[config.mk]
export PLATFORM = sky130hd
export DESIGN_NAME = gate_model_test_sequencer
export DESIGN_NICKNAME = d
export VERILOG_FILES = /design/src/rtl/gate_seq_pkg.sv /design/src/rtl/gate_seq_misr.sv /design/src/rtl/gate_model_test_sequencer.sv
export SDC_FILE = /design/constraint.sdc
export NUM_CORES = 1
export LEC_CHECK = 0
export CORE_ASPECT_RATIO = 1.5
export CORE_MARGIN = 3
export CORE_UTILIZATION = 40
export DETAILED_ROUTE_END_ITERATION = 7
export PLACE_DENSITY = 0.65
export SYNTH_ARGS = -nofsm -noshare
export SYNTH_HDL_FRONTEND = slang
export SYNTH_SLANG_ARGS = --single-unit
[constraint.sdc]
create_clock -name clk -period 2.9 [get_ports clk]
set_clock_uncertainty 0.2 [all_clocks]
set_input_delay 0.29 -clock clk [delete_from_list [all_inputs] [get_ports clk]]
set_output_delay 0.29 -clock clk [all_outputs]
set_load 0.02 [all_outputs]
[src/rtl/gate_seq_pkg.sv]
`default_nettype none
// ============================================================================
// Module   : gate_seq_pkg
// Brief    : Shared types and constants for the Gatter21 gate-model sequencer.
// Revision : 1.0 - initial release
// ============================================================================
package gate_seq_pkg;

    localparam int          c_in_w        = 21;
    localparam int          c_out_w       = 10;
    localparam int          c_sig_w       = 16;
    localparam logic [15:0] c_misr_poly   = 16'h1021;
    // x^21 + x^19 + 1 : feedback taps on bits 20 and 18
    localparam int          c_lfsr_tap_hi = 20;
    localparam int          c_lfsr_tap_lo = 18;

    typedef enum logic [2:0] {
        ST_IDLE    = 3'd0,
        ST_APPLY   = 3'd1,
        ST_SETTLE  = 3'd2,
        ST_CAPTURE = 3'd3,
        ST_DONE    = 3'd4
    } seq_state_t;

endpackage : gate_seq_pkg
`default_nettype wire

[src/rtl/gate_seq_misr.sv]
`default_nettype none
// ============================================================================
// Module   : gate_seq_misr
// Brief    : Shift/XOR signature register with clear and enable.
// Revision : 1.0 - initial release
// ============================================================================
module gate_seq_misr
    import gate_seq_pkg::*;
#(
    parameter int               SIG_W = c_sig_w,
    parameter int               DIN_W = c_out_w,
    parameter logic [SIG_W-1:0] POLY  = SIG_W'(c_misr_poly)
) (
    input  logic             clk,
    input  logic             rst,
    input  logic             i_clr,
    input  logic             i_en,
    input  logic [DIN_W-1:0] i_din,
    output logic [SIG_W-1:0] o_sig
);

    logic [SIG_W-1:0] r_sig;
    logic [SIG_W-1:0] w_sig_next;

    always_comb begin
        w_sig_next = {r_sig[SIG_W-2:0], 1'b0}
                   ^ (r_sig[SIG_W-1] ? POLY : '0)
                   ^ SIG_W'(i_din);
    end

    // Clear wins over enable so a new run always starts from zero
    always_ff @(posedge clk) begin
        if (rst) begin
            r_sig <= '0;
        end else if (i_clr) begin
            r_sig <= '0;
        end else if (i_en) begin
            r_sig <= w_sig_next;
        end
    end

    assign o_sig = r_sig;

endmodule : gate_seq_misr
`default_nettype wire

[src/rtl/gate_model_test_sequencer.sv]
`default_nettype none
// ============================================================================
// Module   : gate_model_test_sequencer
// Brief    : LFSR stimulus / MISR response sequencer for one GateModel.
// Revision : 1.0 - initial release
// ============================================================================
module gate_model_test_sequencer
    import gate_seq_pkg::*;
#(
    parameter int IN_W          = c_in_w,
    parameter int OUT_W         = c_out_w,
    parameter int SIG_W         = c_sig_w,
    parameter int SETTLE_CYCLES = 2,
    parameter int CNT_W         = 16
) (
    input  logic             clk,
    input  logic             rst,
    input  logic             start_i,
    input  logic             abort_i,
    input  logic [IN_W-1:0]  seed_i,
    input  logic [CNT_W-1:0] count_i,
    input  logic [SIG_W-1:0] exp_sig_i,
    input  logic [OUT_W-1:0] resp_i,
    output logic [IN_W-1:0]  stim_o,
    output logic             busy_o,
    output logic             done_o,
    output logic [SIG_W-1:0] sig_o,
    output logic             sig_valid_o,
    output logic             pass_o
);

    localparam int               c_set_w    = (SETTLE_CYCLES > 1) ? $clog2(SETTLE_CYCLES) : 1;
    localparam logic [c_set_w-1:0] c_set_load = c_set_w'(SETTLE_CYCLES - 1);

    seq_state_t         r_state;
    seq_state_t         w_next_state;

    logic [IN_W-1:0]    r_lfsr;
    logic [IN_W-1:0]    r_stim;
    logic [CNT_W-1:0]   r_count;
    logic [CNT_W-1:0]   r_pat_cnt;
    logic [SIG_W-1:0]   r_exp;
    logic [c_set_w-1:0] r_settle;
    logic               r_done;
    logic               r_sig_valid;
    logic               r_pass;

    logic               w_accept;
    logic               w_apply;
    logic               w_settle_dec;
    logic               w_capture;
    logic               w_finish;
    logic               w_abort;
    logic [CNT_W-1:0]   w_pat_inc;
    logic               w_last;
    logic [IN_W-1:0]    w_lfsr_next;
    logic [SIG_W-1:0]   w_sig;

    assign w_pat_inc   = r_pat_cnt + CNT_W'(1);
    assign w_last      = (w_pat_inc == r_count);
    assign w_lfsr_next = {r_lfsr[IN_W-2:0], r_lfsr[c_lfsr_tap_hi] ^ r_lfsr[c_lfsr_tap_lo]};

    always_ff @(posedge clk) begin
        if (rst) begin
            r_state <= ST_IDLE;
        end else begin
            r_state <= w_next_state;
        end
    end

    // Abort outranks every state transition, including the final DONE step
    always_comb begin
        w_next_state = r_state;
        w_accept     = 1'b0;
        w_apply      = 1'b0;
        w_settle_dec = 1'b0;
        w_capture    = 1'b0;
        w_finish     = 1'b0;
        w_abort      = 1'b0;
        if ((r_state != ST_IDLE) && abort_i) begin
            w_abort      = 1'b1;
            w_next_state = ST_IDLE;
        end else begin
            case (r_state)
                ST_IDLE: begin
                    if (start_i) begin
                        w_accept     = 1'b1;
                        w_next_state = (count_i == '0) ? ST_DONE : ST_APPLY;
                    end
                end
                ST_APPLY: begin
                    w_apply      = 1'b1;
                    w_next_state = ST_SETTLE;
                end
                ST_SETTLE: begin
                    if (r_settle == '0) begin
                        w_next_state = ST_CAPTURE;
                    end else begin
                        w_settle_dec = 1'b1;
                    end
                end
                ST_CAPTURE: begin
                    w_capture    = 1'b1;
                    w_next_state = w_last ? ST_DONE : ST_APPLY;
                end
                ST_DONE: begin
                    w_finish     = 1'b1;
                    w_next_state = ST_IDLE;
                end
                default: begin
                    w_next_state = ST_IDLE;
                end
            endcase
        end
    end

    always_ff @(posedge clk) begin
        if (rst) begin
            r_lfsr      <= '0;
            r_stim      <= '0;
            r_count     <= '0;
            r_pat_cnt   <= '0;
            r_exp       <= '0;
            r_settle    <= '0;
            r_done      <= 1'b0;
            r_sig_valid <= 1'b0;
            r_pass      <= 1'b0;
        end else begin
            r_done <= w_finish;
            if (w_accept) begin
                // All-zero is the LFSR lock-up state, so substitute 1
                r_lfsr      <= (seed_i == '0) ? IN_W'(1) : seed_i;
                r_count     <= count_i;
                r_exp       <= exp_sig_i;
                r_pat_cnt   <= '0;
                r_sig_valid <= 1'b0;
                r_pass      <= 1'b0;
            end
            if (w_apply) begin
                r_stim   <= r_lfsr;
                r_settle <= c_set_load;
            end
            if (w_settle_dec) begin
                r_settle <= r_settle - c_set_w'(1);
            end
            if (w_capture) begin
                r_lfsr    <= w_lfsr_next;
                r_pat_cnt <= w_pat_inc;
            end
            if (w_finish) begin
                r_sig_valid <= 1'b1;
                r_pass      <= (w_sig == r_exp);
            end
            if (w_abort) begin
                r_stim <= '0;
            end
        end
    end

    gate_seq_misr #(
        .SIG_W (SIG_W),
        .DIN_W (OUT_W),
        .POLY  (SIG_W'(c_misr_poly))
    ) u_misr (
        .clk   (clk),
        .rst   (rst),
        .i_clr (w_accept),
        .i_en  (w_capture),
        .i_din (resp_i),
        .o_sig (w_sig)
    );

    assign stim_o      = r_stim;
    assign busy_o      = (r_state != ST_IDLE);
    assign done_o      = r_done;
    assign sig_o       = w_sig;
    assign sig_valid_o = r_sig_valid;
    assign pass_o      = r_pass;

endmodule : gate_model_test_sequencer
`default_nettype wire

* After elaboration in Yosys (flattened, before gate mapping)
Cells that the tools add are included.
Cells by class: add/sub/neg operators 2, $mul 0, divide/modulo/power cells 0, magnitude comparators 0, equal/unequal tests 8, shifts and indexed selects 0, mux-type cells 29, bitwise gates (word level) 3, reduce and logical (&&, ||, !) cells 12
Operator list (number):
- $mux W21 | 3
- $eq A16 B16 Y1 | 2
- $mux W16 | 2
- $logic_not A21 Y1 | 1
- $mux W1 | 18
- $add A16 B1 Y16 const B | 1
- $logic_not A16 Y1 | 1
- $xor A16 B10 Y16 | 1
- $xor A16 B16 Y16 | 1
- $mux W13 | 1
- $mux W3 | 4
- $pmux W3 S4 | 1
- $eq A3 B2 Y1 const B | 2
- $reduce_bool A2 Y1 | 3
- $reduce_or A2 Y1 | 3
- $ne A2 B2 Y1 const B | 2
- $eq A3 B1 Y1 const B | 1
- $eq A3 B3 Y1 const B | 1
- $logic_not A3 Y1 | 1
- $reduce_bool A3 Y1 | 1
- $reduce_and A2 Y1 | 1
- $logic_and A1 B1 Y1 | 1
- $sub A1 B1 Y1 const B | 1
- $xor A1 B1 Y1 | 1
Storage, ports and cells: flip-flop bits (word level) 113, latch bits 0, bits in writable memories 0, bits in read-only memories 0, input port bits 67, output and inout port bits 41, word-level logic and storage cells 65, memories kept 0

* Depth between registers and ports, before layout
Gate-level depths: netlist (run 1).
word-level depth 5, depth in mapped cells 8, mapped depth without buffers 7

* By module
A second synthesis (run 1) with hierarchy kept.
Second synthesis, totals: cell total of the unflattened synthesis 642, area total of the unflattened synthesis 5183.7 um2
By module, submodules not included:
- gate_model_test_sequencer | times used 1, cells each 572, area each 4464.3 um2, sequential area each 1941.9 um2
- gate_seq_misr | times used 1, cells each 70, area each 719.4 um2, sequential area each 320.3 um2

* Worst setup path before layout (run 1)
OpenSTA, ideal clock, no wires.
path kind register -> register, start point register r_pat_cnt[9], end point register r_state[2], library setup time 0.060 ns, data arrival time 2.096 ns, data required time 2.640 ns, path slack 0.545 ns, cell stages (with the launch flop) 8, path buffers 1, period minus slack after synthesis 2.355 ns, cell sequence dfxtp_1 -> buf_2 -> nand4_1 -> or4_4 -> or3_1 -> a311oi_1 -> and4bb_1 -> a41o_1
Between the ends: longest elaborated chain between the ends 4
RTL lines:
- start, declared | RTL line gate_model_test_sequencer.sv:41 | logic [CNT_W-1:0] r_pat_cnt;
- start signal, assigned | RTL line gate_model_test_sequencer.sv:148 | r_pat_cnt <= w_pat_inc;
- $add A16 B1 Y16 | RTL line gate_model_test_sequencer.sv:59 | assign w_pat_inc = r_pat_cnt + CNT_W'(1);
- $eq A16 B16 Y1 | RTL line gate_model_test_sequencer.sv:60 | assign w_last = (w_pat_inc == r_count);
- $mux W3 | RTL line gate_model_test_sequencer.sv:104 | w_next_state = w_last ? ST_DONE : ST_APPLY;
- $pmux W3 S4 | RTL line gate_model_test_sequencer.sv:84 | case (r_state)
- end signal, assigned | RTL line gate_model_test_sequencer.sv:67 | r_state <= w_next_state;
- end, declared | RTL line gate_model_test_sequencer.sv:35 | seq_state_t r_state;
Every way passes these cells. A chain may end at the register's enable or synchronous reset.

* Worst setup path after layout (run 1)
start point register r_pat_cnt[5], end point register r_state[2]
The elaborated chain is that of the path after synthesis.

==> run_results.csv, run 1 <==
group,metric,value,unit
run_status,status,"completed",
yosys,synth_enable_flop_cells,0,
critical_path,endpoint_kind,"flop",
yosys,yosysSeqAreaShare,43.77,%
layout,final_common_cell,"nand2_1",
timing,setup_viol,0,
critical_path,slowest_delay,520,ps
timing,slew_viol_final,0,
timing,max_freq,0.3678,GHz
clocking,clk_pin_slew,50,ps
yosys,ys_ff_latch,113,
yosys,async_flop_share,0,%
critical_path,crit_path_top_delay_cell,"dfxtp_1",
place,globalplace.congestion,0.9313,
yosys,yosys_warnings,0,
hold_path,whs_path_depth,5,
layout,diodes,0,
clocking,cts_max_level,4,
global_route,grt-ovfl-total,0,
layout,drive_above_1_share,7.874,%
timing,hold_viol,0,
flow_run,drv_cap,0,
power_and_ir_drop,switching_share,30.27,%
critical_path,ff2ff_setup_slack,180,ps
route,wl_per_cell,16.38,µm
floorplanning,pin_count,108,
critical_path,cp_num_cells,7,
critical_path,crit_buf_inv,1,
critical_path,cp.arrival,2860,ps
clocking,root_buffer,"clkbuf_16",
power_and_ir_drop,combPwrFrac,22.3,%
critical_path,cp.required,3040,ps
critical_path,crit_type,"reg2reg",
critical_path,critical_path.top_delay_family,"simple AND/OR/NAND/NOR gates",
layout,final_cell_mix,"nand2_1 (159), dfxtp_1 (113), clkdlybuf4s50_1 (106)",
power_and_ir_drop,powerDensity,740.1,nW/µm²
clocking,insertion_delay,400,ps
route,dr.pass1.iters,6,
global_route,grt_use_met3,5.002,%
global_route,gr-max-usage-layer,"met2",
timing,post-route-period-util,93.76,%
power_and_ir_drop,power_switching,1564,µW
critical_path,cp_max_fo,10,
route,ant_nets,0,
route,vias_per_cell,5.432,
route,num_vias,4987,
clocking,cts_sinks,113,
floorplanning,fp.dieH,145.2,µm
critical_path,startpoint_type,"flop",
place,dp_hpwl,10830,µm
yosys,netlist_instances,656,
critical_path,worst-r2r-cell-count,7,
route,wirelength,15040,µm
yosys,synth-main-ff-cell,"dfxtp_1",
power_and_ir_drop,power,5167,µW
clocking,clock_path_buffers,2,
global_route,grt_use_met1,24.01,%
clocking,cts_resized,0,
power_and_ir_drop,p_seq_share,36.8,%
floorplanning,die_area,14350,µm²
power_and_ir_drop,peakVddDrop,0.3464,mV
floorplanning,die_w,98.82,µm
power_and_ir_drop,p_int,3603,µW
power_and_ir_drop,power_frac_clock,40.8,%
clocking,cts_hold_buf,0,
global_route,gr-usage-all-layers,20.89,%
yosys,synth.avg_cell_area,7.879,µm²
clocking,post_cts_buffers,0,
floorplanning,start_util,41.10,%
yosys,netlist_area,5169,µm²
layout,syn2layout_area_growth,35.05,%
route,drcViolationCount,0,
global_route,antenna_found_initial,0,
yosys,syn-num-nets,724,
timing,maxSlewHeadroom,59.00,%
timing,finalCriticalPeriod,2719,ps
power_and_ir_drop,power.leakage,0.002410,µW
critical_path,crit_chain,"nand4_4 -> buf_4 -> or3_1 -> a2111o_1 -> nor4_1 -> and4bb_1 -> a41o_1",
floorplanning,num_rows,50,
hold_path,hp-class,"in2reg",
global_route,use_met2,36.81,%
floorplanning,coreArea,12570,µm²
clocking,cts_tree,"built",
layout,layout.nets,818,
timing,rsz0062_at_grt,"no",
timing,setup_tns,0,ps
place,io_buffer_count,107,
yosys,synth.distinct_cells,46,
global_route,grt_max_degree,53,
global_route,grt_pass1_wl,24560,µm
clocking,cts_buffers,17,
timing,worst_pin_slew,612.8,ps
global_route,grt_pass1_vias,4961,
route,drt_iter0_drc,298,
worst paths after layout:
path                                   to                       from
setup / recovery  r_state[2]$_SDFFE_PP0P_  r_pat_cnt[5]$_SDFFE_PP0P_
hold / removal    r_state[0]$_SDFFE_PP0P_                        rst
setup reg to reg  r_state[2]$_SDFFE_PP0P_  r_pat_cnt[5]$_SDFFE_PP0P_
hold reg to reg   stim_o[15]$_SDFFE_PP0P_    stim_o[15]$_SDFFE_PP0P_
through the flow:
stage	instances	setup slack (ps)	hold slack, ps	utilization, %	instance area, µm²
floorplan	656	544.6	226.0	-	5169
global placement	887	288.3	248.1	50.71	6376
detailed placement	887	254.0	247.7	50.71	6376
CTS	918	188.9	143.0	55.51	6980
global route	918	51.61	172.4	55.51	6980
finish	918	180.9	156.8	55.51	6980
per-layer routing:
layer	wire length (µm)	vias up
met1	5970	2339
met2	7981	148
met3	758	24
met5	0	-
met4	329	0
li1	-	2476
cells in the mapped netlist (3+ instances only):
| master | n | area (µm²) |
|---|---|---|
| or3_1 | 5 | 31.28 |
| nor4_1 | 17 | 106.4 |
| dfxtp_1 | 113 | 2262 |
| nand2_1 | 159 | 596.8 |
| nor2_1 | 39 | 146.4 |
| a22oi_1 | 22 | 165.2 |
| buf_2 | 8 | 40.04 |
| o21ai_0 | 13 | 65.06 |
| a311oi_1 | 7 | 61.31 |
| nand3b_1 | 3 | 22.52 |
| nor3_1 | 11 | 55.05 |
| nand4_1 | 9 | 56.30 |
| and3_1 | 4 | 25.02 |
| clkbuf_1 | 39 | 146.4 |
| a31oi_1 | 5 | 31.28 |
| a21oi_1 | 92 | 460.4 |
| buf_4 | 6 | 45.04 |
| and4_1 | 3 | 26.28 |
| nand3_1 | 7 | 35.03 |
| xor2_1 | 11 | 96.34 |
| a211oi_1 | 15 | 112.6 |
| nand2b_1 | 3 | 18.77 |
| xnor2_1 | 37 | 324.1 |
area by class of cell:
cell class	instances	area, µm²
flip-flops and latches	113	2262
fillers	1173	5594
well taps	156	195.2
clock inverters	10	133.9
clock buffers	21	470.5
multi-input cells	486	2673
repair buffers	130	1239
inverters	2	7.507
registers in the layout, summed over array words and instances (netlist names):
register,cells
r_settle,1
r_exp,16
r_lfsr,21
done_o,1
r_pat_cnt,16
stim_o,21
sig_valid_o,1
r_count,16
r_state,3
pass_o,1
u_misr.o_sig,16
power by group through the flow:
| stage | combinational [µW] | clock [µW] | sequential, µW |
|---|---|---|---|
| floorplan | 778 | 0 | 1880 |
| global placement | 1130 | 0 | 1930 |
| detailed placement | 1150 | 0 | 1930 |
| CTS | 1160 | 2150 | 1900 |
| global route | 1280 | 2220 | 1930 |
| finish | 1150 | 2110 | 1900 |
cells by family (layout without fill, tap and decap cells):
group           Yosys count  count (layout)  share of synthesized area (%)
compound gates          164             164                          18.95
xor+xnor                 48              48                          8.134
fa+ha+maj                 1               1                         0.2420
flops                   113             113                          43.77
buf+inv                  57             163                          4.769
simple gates            273             273                          24.13
worst min-delay path, delay by kind of cell:
kind            cells  cell delay, ps
simple gates        1              60
buf+inv             1              90
compound gates      3             250
Power figures use the tool's default switching activity.
==> run 2: changes to the inputs <==
Settings changed: ABC_CLOCK_PERIOD_IN_PS set to 2900, SYNTH_HIERARCHICAL set to 1.
==> run_results.csv, run 2 <==
group,metric,value,unit
route,vias_per_cell,5.368,
route,ant_nets,0,
yosys,yosys-top-cells-count,"nand2_1 (146), dfxtp_1 (113), a21oi_1 (94), nor2_1 (42), xnor2_1 (30)",
timing,setup_viol,0,
clocking,cts_max_level,4,
yosys,async_flop_share,0,%
layout,stdcell_area,6919,µm²
clocking,cts_buffers,17,
yosys,yosysTopAreaCell,"dfxtp_1",
yosys,ys_top_cells_by_area,"dfxtp_1 (44%), nand2_1 (11%), a21oi_1 (9.1%)",
place,dp_hpwl,10640,µm
critical_path,startpoint_type,"flop",
timing,slew_viol_final,0,
critical_path,cp_max_fo,10,
yosys,yosysSeqAreaShare,43.64,%
yosys,netlist_area,5184,µm²
yosys,ys_ff_latch,113,
clocking,cts_resized,0,
hold_path,min_from,"rst",
timing,hold_viol,0,
critical_path,endpoint_kind,"flop",
flow_run,drv_cap,0,
critical_path,crit_chain,"ha_1 -> nand3_2 -> nor4_2 -> xnor2_1 -> o21ai_1 -> nor4_4 -> a22o_1",
timing,rsz0062_at_grt,"no",
yosys,syn-num-nets,710,
yosys,synth_enable_flop_cells,0,
yosys,synth_top_area_share,43.64,%
route,num_vias,4837,
layout,drive_above_1_share,8.322,%
route,dr.pass1.iters,4,
clocking,cts_tree,"built",
timing,worst_pin_slew,771.5,ps
floorplanning,start_util,41.22,%
global_route,gr-usage-all-layers,20.94,%
global_route,grt_pass1_vias,4885,
place,globalplace.congestion,0.8899,
place,io_buffer_count,107,
floorplanning,die_area,14390,µm²
floorplanning,fp.dieH,145.4,µm
yosys,netlist_instances,642,
floorplanning,coreArea,12570,µm²
route,drt_iter0_drc,280,
run_status,status,"completed",
route,drcViolationCount,0,
critical_path,critical_path.top_delay_family,"simple AND/OR/NAND/NOR gates",
clocking,clk_pin_slew,60,ps
layout,diodes,0,
timing,setup_tns,0,ps
timing,maxSlewHeadroom,48.44,%
clocking,clock_path_buffers,2,
critical_path,crit_buf_inv,0,
yosys,synth.avg_cell_area,8.074,µm²
yosys,yosys_warnings,6,
global_route,antenna_found_initial,0,
yosys,synth.distinct_cells,49,
place,placed_area,6322,µm²
timing,finalCriticalPeriod,2531,ps
yosys,synth.most_common_cell,"nand2_1",
layout,final_common_cell,"nand2_1",
power_and_ir_drop,peakVddDrop,0.4251,mV
layout,syn2layout_area_growth,33.48,%
global_route,grt-ovfl-total,0,
layout,fin_util,55.02,%
power_and_ir_drop,power.leakage,0.002421,µW
critical_path,crit_path_top_delay_cell,"dfxtp_1",
timing,max_freq,0.3951,GHz
critical_path,cp.required,3060,ps
layout,final_cell_mix,"nand2_1 (146), dfxtp_1 (113), clkdlybuf4s50_1 (106)",
layout,fill_cells,1168,
critical_path,cp.arrival,2690,ps
clocking,insertion_delay,410,ps
critical_path,crit_type,"reg2reg",
yosys,synth-main-ff-cell,"dfxtp_1",
floorplanning,die_w,98.95,µm
global_route,grt_pass1_wl,24090,µm
layout,layout.nets,800,
critical_path,slowest_delay,460,ps
clocking,cts_sinks,113,
floorplanning,num_rows,50,
clocking,root_buffer,"clkbuf_16",
global_route,grt_max_degree,59,
route,wirelength,14740,µm
timing,post-route-period-util,87.27,%
route,wl_per_cell,16.36,µm
critical_path,r2r_start,"r_pat_cnt[0]$_SDFFE_PP0P_",
critical_path,startpoint,"r_pat_cnt[0]$_SDFFE_PP0P_",
power_and_ir_drop,powerDensity,771.1,nW/µm²
hold_path,hp-class,"in2reg",
clocking,post_cts_buffers,0,
clocking,cts_hold_buf,0,
floorplanning,pin_count,108,
[run 2: cells by family (layout without fill, tap and decap cells)]
group / Yosys count / after routing / share of synthesized area [%]
and+or+nand+nor: 256 / 256 / 22.64
muxes: 8 / 8 / 1.545
xor gates and xnor gates: 51 / 51 / 8.907
AOI/OAI and AO/OA: 156 / 156 / 17.72
adders and majority gates: 1 / 1 / 0.2413
DFF: 113 / 113 / 43.64
buffers and inverters: 57 / 160 / 5.310
[run 2: final cells by class]
type                       count  area [µm²]  share of cell area (%)
inverter                       6       22.52                  0.3255
multi-input combinational    472        2651                   38.32
timing repair buffer         122        1191                   17.22
tap                          156       195.2                   2.821
clock inverter                14       157.7                   2.278
sequential                   113        2262                   32.69
clock buffer                  18       439.2                   6.347
[run 2: through the flow]
stage / setup WS, ps / total power [µW] / std cells / hold slack [ps]
3_5_place_dp: 425.1 / 3308 / 869 / 253.3
4_1_cts: 374.8 / 5373 / 901 / 81.68
6_report: 369.2 / 5335 / 901 / 100.8
3_3_place_gp: 475.4 / 3272 / 869 / 250.4
5_1_grt: 217.9 / 5611 / 901 / 124.8
2_1_floorplan: 704.9 / 2833 / 642 / 226.0
[run 2: worst register-to-register path, delay by kind of cell, from the launching register on]
kind	cells	cell delay, ps
AOI/OAI and AO/OA	2	290
and+or+nand+nor	3	1060
DFF	1	460
xor gates and xnor gates	1	160
adders and majority gates	1	320
[run 2: path summary, 6_finish.rpt]
kind         depth (start not counted)                       end  slack (ps)
max                                  7   r_state[2]$_SDFFE_PP0P_         370
min                                  2  r_count[10]$_SDFFE_PP0P_         100
max reg2reg                          7   r_state[2]$_SDFFE_PP0P_         370
min reg2reg                          2   stim_o[16]$_SDFFE_PP0P_         260
[run 2: power breakdown]
| part | leakage, µW | internal, µW | switching (µW) | total (µW) |
|---|---|---|---|---|
| logic | 0.00122 | 531 | 796 | 1330 |
| clock network | 0.000283 | 1300 | 768 | 2060 |
| registers | 0.000919 | 1750 | 190 | 1940 |
[run 2: per-layer routing]
metal | track usage, % | routed length, µm
met5 | 0 | 0
met3 | 6.283 | 870
met2 | 36.47 | 7663
met1 | 23.35 | 5716
met4 | 8.886 | 490
==> run 3: changes to the inputs <==
Settings changed: DONT_BUFFER_PORTS set to 1, PLACE_DENSITY 0.65 to not set.
==> run_results.csv, run 3 (synthesized netlist as in run 2, its figures left out) <==
group,metric,value,unit
route,drcViolationCount,0,
clocking,clk_pin_slew,60,ps
layout,final_common_cell,"nand2_1",
power_and_ir_drop,power_frac_clock,40.7,%
route,drt_iter0_drc,202,
power_and_ir_drop,p_seq_share,36.9,%
route,vias_per_cell,5.494,
power_and_ir_drop,powerDensity,824.0,nW/µm²
critical_path,slowest_delay,560,ps
timing,max_freq,0.3878,GHz
power_and_ir_drop,p_int,3622,µW
power_and_ir_drop,combPwrFrac,22.4,%
layout,drive_above_1_share,7.914,%
global_route,gr-usage-all-layers,20.66,%
floorplanning,start_util,41.22,%
layout,diodes,0,
critical_path,crit_path_top_delay_cell,"dlygate4sd3_1",
floorplanning,fp.dieH,145.4,µm
layout,syn2layout_area_growth,25.10,%
layout,seq_area,2262,µm²
floorplanning,die_area,14390,µm²
timing,maxSlewHeadroom,48.90,%
place,globalplace.congestion,0.9056,
floorplanning,die_w,98.95,µm
power_and_ir_drop,peakVddDrop,0.4175,mV
timing,worst_pin_slew,764.7,ps
critical_path,startpoint_type,"flop",
power_and_ir_drop,power.leakage,0.002275,µW
timing,post-route-period-util,88.92,%
route,wl_per_cell,17.36,µm
critical_path,ff2ff_setup_slack,320,ps
layout,multi_input_area,2651,µm²
route,dr.pass1.iters,5,
critical_path,cp_max_fo,28,
hold_path,whs_path_depth,3,
critical_path,timing.rr.end,"r_exp[13]$_SDFFE_PP0P_",
route,num_vias,4675,
hold_path,holdPathEnd,"r_settle$_SDFFE_PP0P_",
floorplanning,pin_count,108,
layout,final_cell_mix,"nand2_1 (146), dfxtp_1 (113), a21oi_1 (94)",
timing,setup_viol,0,
critical_path,endpoint_kind,"flop",
global_route,grt_pass1_wl,23830,µm
critical_path,crit_type,"reg2reg",
power_and_ir_drop,power_switching,1722,µW
global_route,grt_max_degree,74,
hold_path,min_from,"abort_i",
place,io_buffer_count,0,
floorplanning,num_rows,50,
critical_path,crit_chain,"nor3_1 -> nand2_1 -> inv_2 -> buf_4 -> buf_4 -> nand2_1 -> a21oi_1 -> dlygate4sd3_1",
timing,slew_viol_final,0,
clocking,root_buffer,"clkbuf_16",
global_route,antenna_found_initial,0,
run_status,status,"completed",
timing,rsz0062_at_grt,"no",
flow_run,drv_cap,0,
power_and_ir_drop,switching_share,32.23,%
clocking,clock_path_buffers,2,
clocking,cts_sinks,113,
place,dp_hpwl,9861,µm
route,wirelength,14780,µm
clocking,cts_buffers,17,
clocking,cts_max_level,4,
layout,layout.nets,750,
power_and_ir_drop,power,5344,µW
floorplanning,coreArea,12570,µm²
timing,setup_tns,0,ps
layout,fill_cells,1172,
critical_path,cp.arrival,2740,ps
global_route,grt-ovfl-total,0,
timing,hold_viol,0,
critical_path,cp.required,3060,ps
timing,finalCriticalPeriod,2579,ps
global_route,grt_pass1_vias,4638,
critical_path,r2r_start,"r_state[2]$_SDFFE_PP0P_",
clocking,cts_tree,"built",
hold_path,hp-class,"in2reg",
critical_path,worst-r2r-cell-count,8,
clocking,insertion_delay,410,ps
route,ant_nets,0,
-- run 3: cell types whose count changed in the layout (fill, tap and decap cells not counted), sizes merged --
cell,before,now
dlygate4sd3,0,63
inv,9,7
bufinv,2,3
buf,16,9
clkinv,6,4
clkdlybuf4s50,106,0
clkbuf,18,20
clkinvlp,3,4
-- run 3: worst max-delay path by stage --
stage,startpoint,to,slack [ps],depth (start not counted)
final,r_state[2]$_SDFFE_PP0P_,r_exp[13]$_SDFFE_PP0P_,320,8
after CTS,r_state[2]$_SDFFE_PP0P_,r_exp[13]$_SDFFE_PP0P_,360,8
after global placement,r_pat_cnt[0]$_SDFFE_PP0P_,r_state[2]$_SDFFE_PP0P_,510,7
after global routing,r_state[1]$_SDFFE_PP0P_,r_exp[13]$_SDFFE_PP0P_,90,8
after floorplan,r_pat_cnt[0]$_SDFFE_PP0P_,r_state[2]$_SDFFE_PP0P_,700,7
after detailed placement,r_pat_cnt[0]$_SDFFE_PP0P_,r_state[0]$_SDFFE_PP0P_,440,7
-- run 3: power groups by stage --
stage          clock network [µW]  registers [µW]  logic [µW]
3_5_place_dp                    0            2000        1110
4_1_cts                      2200            1970        1210
3_3_place_gp                    0            1990        1090
6_report                     2180            1970        1200
2_1_floorplan                   0            1920         909
5_1_grt                      2270            2000        1350
-- run 3: through the flow --
step                hold slack (ps)  area, µm²  cells  utilization, %  setup WS (ps)
floorplan                     226.0       5184    642               -          704.9
global placement              170.3       5204    755           41.38          506.9
detailed placement            172.5       5204    755           41.38          441.0
CTS                           4.206       6485    851           51.57          355.5
global route                  67.63       6485    851           51.57          92.29
finish                        14.07       6485    851           51.57          321.2
-- run 3: what timing repair did --
action                                 in CTS  in global routing
endpoints found under the hold margin      90                  0
gates resized for setup                     0                  0
setup endpoints to repair                   0                  0
buffers inserted                            0                  0
hold buffers                               64                  0
-- run 3: final cells by class --
| cell class | count | area share [%] |
|---|---|---|
| Tap cell | 156 | 3.010 |
| Clock buffer | 20 | 7.197 |
| Timing Repair Buffer | 72 | 11.27 |
| Inverter | 6 | 0.3473 |
| Sequential cell | 113 | 34.88 |
| Clock inverter | 12 | 2.412 |
| Multi-Input combinational cell | 472 | 40.88 |
-- run 3: routing by layer --
metal  GRT usage (%)  wire length [µm]
met1           24.21              5847
met2           35.06              7570
met3           5.803               997
met4           8.544               360
met5               0                 0
-- run 3: worst max-delay path: cells and delay by family (launching register included) --
family          cells  cell delay, ps
compound gates      1             130
buf+inv             4            1290
flops               1             390
simple gates        3             500
